## config.mk

```make
export PLATFORM = sky130hd
export DESIGN_NAME = spi_byte_sequencer
export DESIGN_NICKNAME = d
export VERILOG_FILES = /design/src/rtl/spi_byte_sequencer.sv
export SDC_FILE = /design/constraint.sdc
export NUM_CORES = 1
export LEC_CHECK = 0
export CAP_MARGIN = 15
export CELL_PAD_IN_SITES_DETAIL_PLACEMENT = 1
export CELL_PAD_IN_SITES_GLOBAL_PLACEMENT = 2
export CORE_UTILIZATION = 30
export DETAILED_ROUTE_END_ITERATION = 10
export PLACE_DENSITY = 0.6
export SLEW_MARGIN = 20
export SYNTH_ARGS = -nofsm -noshare
export SYNTH_HDL_FRONTEND = slang
export SYNTH_SLANG_ARGS = --single-unit
```

## constraint.sdc

```tcl
create_clock -name clk_i -period 3.5 [get_ports clk_i]
set_input_delay 0.7 -clock clk_i [delete_from_list [all_inputs] [get_ports clk_i]]
set_output_delay 0.7 -clock clk_i [all_outputs]
set_load 0.03 [all_outputs]
```

## src/rtl/spi_byte_sequencer.sv

```systemverilog
// SPI byte sequencer: TX/RX byte FIFOs plus chip-select framing around the
// SPI host's start / next-byte handshake, keeping CS low across back-to-back bytes.
module spi_byte_sequencer #(
    parameter int TxDepth       = 4,
    parameter int RxDepth       = 4,
    parameter int CsSetupCycles = 2,
    parameter int CsHoldCycles  = 2
) (
    input  logic       clk_i,
    input  logic       rst_i,
    input  logic       tx_valid_i,
    input  logic [7:0] tx_data_i,
    output logic       tx_ready_o,
    output logic       rx_valid_o,
    output logic [7:0] rx_data_o,
    input  logic       rx_ready_i,
    input  logic       clear_i,
    output logic       rx_overflow_o,
    output logic       busy_o,
    output logic       cs_n_o,
    output logic       host_start_o,
    output logic [7:0] host_byte_o,
    input  logic       host_done_i,
    input  logic [7:0] host_byte_i
);

    localparam int CntMax = (CsSetupCycles > CsHoldCycles) ? CsSetupCycles : CsHoldCycles;
    localparam int CntW   = $clog2(CntMax + 1);
    localparam int TxAw   = $clog2(TxDepth);
    localparam int RxAw   = $clog2(RxDepth);

    localparam logic [CntW-1:0] SetupLast = CntW'(CsSetupCycles - 1);
    localparam logic [CntW-1:0] HoldLast  = CntW'(CsHoldCycles - 1);

    typedef enum logic [2:0] {
        ST_IDLE,
        ST_SETUP,
        ST_ISSUE,
        ST_WAIT,
        ST_GAP,
        ST_HOLD
    } state_e;

    state_e          state_q, state_d;
    logic [CntW-1:0] cnt_q;
    logic            done_q;
    logic            done_rise;
    logic            tx_pop;
    logic            rx_capture;

    // ---------------- TX FIFO ----------------
    logic [7:0]      tx_mem [TxDepth];
    logic [TxAw-1:0] tx_wptr, tx_rptr;
    logic [TxAw:0]   tx_count;
    logic            tx_push, tx_empty, tx_full;
    logic [7:0]      tx_head;

    assign tx_full    = (tx_count == (TxAw + 1)'(TxDepth));
    assign tx_empty   = (tx_count == '0);
    assign tx_ready_o = !tx_full;
    assign tx_push    = tx_valid_i && !tx_full;
    assign tx_head    = tx_mem[tx_rptr];

    always_ff @(posedge clk_i) begin
        // NOTE: sequential state uses non-blocking assignments so every flop samples pre-edge values.
        if (rst_i) begin
            tx_wptr  <= '0;
            tx_rptr  <= '0;
            tx_count <= '0;
        end else begin
            if (tx_push) tx_wptr <= tx_wptr + TxAw'(1);
            if (tx_pop)  tx_rptr <= tx_rptr + TxAw'(1);
            case ({tx_push, tx_pop})
                2'b10:   tx_count <= tx_count + (TxAw + 1)'(1);
                2'b01:   tx_count <= tx_count - (TxAw + 1)'(1);
                default: ;
            endcase
        end
    end

    // NOTE: storage arrays are not reset; the pointers and counts alone define what is valid.
    always_ff @(posedge clk_i) begin
        if (tx_push) tx_mem[tx_wptr] <= tx_data_i;
    end

    // ---------------- RX FIFO ----------------
    logic [7:0]      rx_mem [RxDepth];
    logic [RxAw-1:0] rx_wptr, rx_rptr;
    logic [RxAw:0]   rx_count;
    logic            rx_push, rx_pop, rx_full;
    logic            overflow_q;

    assign rx_full       = (rx_count == (RxAw + 1)'(RxDepth));
    assign rx_valid_o    = (rx_count != '0);
    assign rx_data_o     = rx_valid_o ? rx_mem[rx_rptr] : 8'h00;
    assign rx_pop        = rx_valid_o && rx_ready_i;
    assign rx_push       = rx_capture && !rx_full;
    assign rx_overflow_o = overflow_q;

    always_ff @(posedge clk_i) begin
        if (rst_i) begin
            rx_wptr    <= '0;
            rx_rptr    <= '0;
            rx_count   <= '0;
            overflow_q <= 1'b0;
        end else begin
            if (rx_push) rx_wptr <= rx_wptr + RxAw'(1);
            if (rx_pop)  rx_rptr <= rx_rptr + RxAw'(1);
            case ({rx_push, rx_pop})
                2'b10:   rx_count <= rx_count + (RxAw + 1)'(1);
                2'b01:   rx_count <= rx_count - (RxAw + 1)'(1);
                default: ;
            endcase
            // A drop outranks a simultaneous clear so no lost byte goes unreported.
            if (rx_capture && rx_full) overflow_q <= 1'b1;
            else if (clear_i)          overflow_q <= 1'b0;
        end
    end

    always_ff @(posedge clk_i) begin
        if (rx_push) rx_mem[rx_wptr] <= host_byte_i;
    end

    // ---------------- Sequencer FSM ----------------
    assign done_rise = host_done_i && !done_q;

    always_ff @(posedge clk_i) begin
        if (rst_i) begin
            state_q <= ST_IDLE;
            cnt_q   <= '0;
            done_q  <= 1'b0;
        end else begin
            state_q <= state_d;
            cnt_q   <= (state_d != state_q) ? '0 : cnt_q + CntW'(1);
            done_q  <= host_done_i;
        end
    end

    always_comb begin
        // NOTE: every signal driven here gets a default first so no path infers a latch.
        state_d    = state_q;
        tx_pop     = 1'b0;
        rx_capture = 1'b0;
        case (state_q)
            ST_IDLE:  if (!tx_empty) state_d = ST_SETUP;
            ST_SETUP: if (cnt_q == SetupLast) state_d = ST_ISSUE;
            ST_ISSUE: begin
                tx_pop  = 1'b1;
                state_d = ST_WAIT;
            end
            ST_WAIT: begin
                if (done_rise) begin
                    rx_capture = 1'b1;
                    state_d    = ST_GAP;
                end
            end
            // Host must be back at idle (done low) before it may see another start.
            ST_GAP:   if (!host_done_i) state_d = tx_empty ? ST_HOLD : ST_ISSUE;
            ST_HOLD: begin
                if (tx_push || !tx_empty)  state_d = ST_ISSUE;
                else if (cnt_q == HoldLast) state_d = ST_IDLE;
            end
            default:  state_d = ST_IDLE;
        endcase
    end

    // The byte register loads on the ISSUE pop; during ISSUE itself the head is
    // forwarded so host_start_o and host_byte_o become valid in the same cycle.
    logic [7:0] host_byte_q;

    always_ff @(posedge clk_i) begin
        if (rst_i)       host_byte_q <= 8'h00;
        else if (tx_pop) host_byte_q <= tx_head;
    end

    assign host_byte_o  = (state_q == ST_ISSUE) ? tx_head : host_byte_q;
    assign host_start_o = (state_q == ST_ISSUE) || (state_q == ST_WAIT);
    assign cs_n_o       = (state_q == ST_IDLE);
    assign busy_o       = (state_q != ST_IDLE);

endmodule
```

==> results of run 1 <==
-- routing by layer --
| metal | vias up | part of all wire (%) | track usage (%) |
|---|---|---|---|
| li1 | 1071 | - | - |
| met1 | 1104 | 47 | 14.8 |
| met2 | 36 | 47 | 19.0 |
| met3 | 9 | 4.1 | 4.65 |
| met4 | 0 | 1.4 | 4.33 |
| met5 | - | 0 | 0 |
-- report_power, final --
part / switching [uW] / total [uW] / internal [uW]
Sequential: 61.8 / 1350 / 1290
Clock: 458 / 1030 / 568
Combinational: 268 / 508 / 240
Total: 788 / 2890 / 2100
-- cell families (layout without fill, tap and decap cells) --
family                   Yosys count  after routing  share of synthesized area [%]
AND/OR/NAND/NOR                   68             68                           9.91
AO/OA/AOI/OAI                     25             25                           4.31
adder cells (fa/ha/maj)           13             13                           4.44
multiplexers                      26             26                           11.8
flip-flops                        97             97                           64.5
buffers and inverters             29             79                           2.88
XOR/XNOR                          10             10                           2.19
-- area by class of cell --
type / count / area [um2]
Clock inverter: 7 / 86.3
Multi-Input combinational cell: 142 / 1310
Sequential cell: 97 / 2580
Clock buffer: 9 / 225
Timing Repair Buffer: 46 / 453
Tap cell: 172 / 215
Fill cell: 1357 / 7890
Inverter: 17 / 63.8
-- layout by cell type, fill, tap and decap left out, drive strengths merged, types with 2 or more instances in the layout --
cell type,Yosys,routed
mux2i,2,2
mux2,8,8
buf,5,3
fa,2,2
nand2,3,3
dfxtp,33,33
clkdlybuf4s50,0,43
inv,17,20
o21ai,7,7
clkbuf,7,9
and3,4,4
ha,11,11
and2,14,14
a211oi,3,3
nor3b,2,2
xnor2,4,4
clkinv,0,2
edfxtp,64,64
or3b,2,2
or3,4,4
nor2b,9,9
nor3,2,2
mux4,16,16
a21oi,8,8
nor2,19,19
nand2b,3,3
xor2,6,6
-- metrics by stage --
stage | setup slack [ps] | utilization [%] | hold WS (ps) | total power, uW
global route | 164 | 38.5 | 447 | 3030
floorplan | 940 | - | 399 | 1710
global placement | 617 | 36.1 | 417 | 1900
detailed placement | 496 | 36.1 | 422 | 1900
finish | 304 | 38.5 | 423 | 2890
CTS | 252 | 38.5 | 432 | 2940
-- critical path, delay by kind of cell, from the launching register on --
kind	cells	cell delay (ps)
buffers and inverters	1	590
multiplexers	2	880
flip-flops	1	680
-- sequential cells by signal, summed over array words and instances, names as in the netlist, named ones only --
signal and count:
tx_rptr 2, rx_rptr 2, state_q 3, rx_count 3
rx_wptr 2, tx_count 3, rx_mem 32, tx_wptr 2
done_q 1, cnt_q 2, rx_overflow_o 1, host_byte_q 8
tx_mem 32
-- worst max-delay path by stage --
stage	from	end	slack [ps]	cells after the start
after floorplan	tx_count[2]	tx_count[2]	940	9
after global placement	host_done_i	rx_count[2]	620	10
after detailed placement	host_done_i	rx_count[2]	500	10
after CTS	flip-flop	host_byte_o[7]	250	3
after global routing	flip-flop	host_byte_o[7]	160	3
final	flip-flop	host_byte_o[5]	300	3
==> metrics.txt, run 1 <==
status complete, no violations; Crit Path Category flip-flop to primary output; VDD IR-drop max 0.000281 V; CTS max path bufs 2; Die Height 118 um; Leak Pwr 0.00165 uW; DR iter-0 viols 88; NumNets Final 348; Placed Area 4620 um2; Slew HR 59.6%; Most used DFF post-synth edfxtp_1; Overflow after GRT 0; Post-CTS Resized 0; Yosys reg bits 97; placed insts 474; row cnt 41; Routed WL 7570 um; cts hold-fix bufs 0; Tcrit/Tclk final 91.3%; clock slew at reported path FFs 70 ps; RR Endpoint tx_count[2]; post-DP HPWL 5040 um; Routed Antenna Nets 0; Initial Util 31.2%; number of synthesized flops with an enable pin 64; crit path cell chain mux4_2, mux2_2, clkdlybuf4s50_1; Synth top area share 48.0%; Cell variety after synth 43; H-tree level count 3; Yosys warnings 0; share of cells above drive strength 1 16.0%; Hold Vio Cnt, Final 0; WL/cell 15.5 um; Syn Area/Cell 14.9 um2; Die ar. 13800 um2; class of the worst hold path flip-flop to flip-flop; DRT Pass-1 Iters 4; Port Buffers 43; total negative slack 0 ps; worst r2r src tx_count[2]; required time of the worst setup path 2800 ps; Worst Reg-to-Reg Cells 9; first-pass GRT wire length 12300 um; Critical Path Source Type flip-flop; fmax 0.313 GHz; Critical Path Max Stage Delay 680 ps; flop2flop setup slack 910 ps; Net Count, Synth 303; clk sink count 97; Mapped Cells 268; Core Region 12800 um2; Slowest-stage cell, CP dfxtp_1; via/cell ratio 4.53; hold path endpoint cnt_q[0]; fraction of registers with async set/reset 0%; Layout Skew 10.2 ps; initial antenna violation count 0; # DRC 0; die width 118 um; Synth top cells by count edfxtp_1 (64), dfxtp_1 (33), nor2_1 (18); clk root buf clkbuf_16; hold path startpoint cnt_q[0]; Layout area overhead 23.3%; number of global-route vias before repair 2244; ranking of synthesized cells by area edfxtp_1 (48%), dfxtp_1 (17%), mux4_2 (9.0%); Synth area leader edfxtp_1; crit-path max FO 8; Least-Margin Pin Slew 605 ps; setup bufs post-CTS 0; Cell Count, Final, Fillers Out 490; RSZ-0062 raised after global routing false; post-layout instance area 4940 um2; Global Route Usage Sum 12.0%; Vias 2220; WP data arrival 2500 ps; largest net degree at the start of global routing 30; cell with the most instances after synthesis edfxtp_1; I/O Pins 44; Num CTS Buffers 9; CTS tree yes; final worst path period need 3200 ps; diode count 0; register area share after synthesis 64.5%; CP Capture Type primary output; Final Max Tran Viols 0; Final Setup Violations 0; GP Congestion 0.674; synthesized cell area 4000 um2; P per Cell Area 585 nW/um2; hold depth 1; Clk Latency, worst-skew pair 350 ps; total of max-cap violations 0
Note: power is estimated with default switching activity, not from simulation.
==> run 2, diff against run 1 <==
--- a/config.mk
+++ b/config.mk
@@ -9,9 +9,12 @@
 export CELL_PAD_IN_SITES_DETAIL_PLACEMENT = 1
 export CELL_PAD_IN_SITES_GLOBAL_PLACEMENT = 2
 export CORE_UTILIZATION = 30
+export CTS_CLUSTER_DIAMETER = 30
 export DETAILED_ROUTE_END_ITERATION = 10
+export HOLD_SLACK_MARGIN = 0.1
 export PLACE_DENSITY = 0.6
 export SLEW_MARGIN = 20
 export SYNTH_ARGS = -nofsm -noshare
 export SYNTH_HDL_FRONTEND = slang
 export SYNTH_SLANG_ARGS = --single-unit
+export TNS_END_PERCENT = 5
==> results of run 2 <==
Final layout, timing and power as in run 1 (identical DEF).
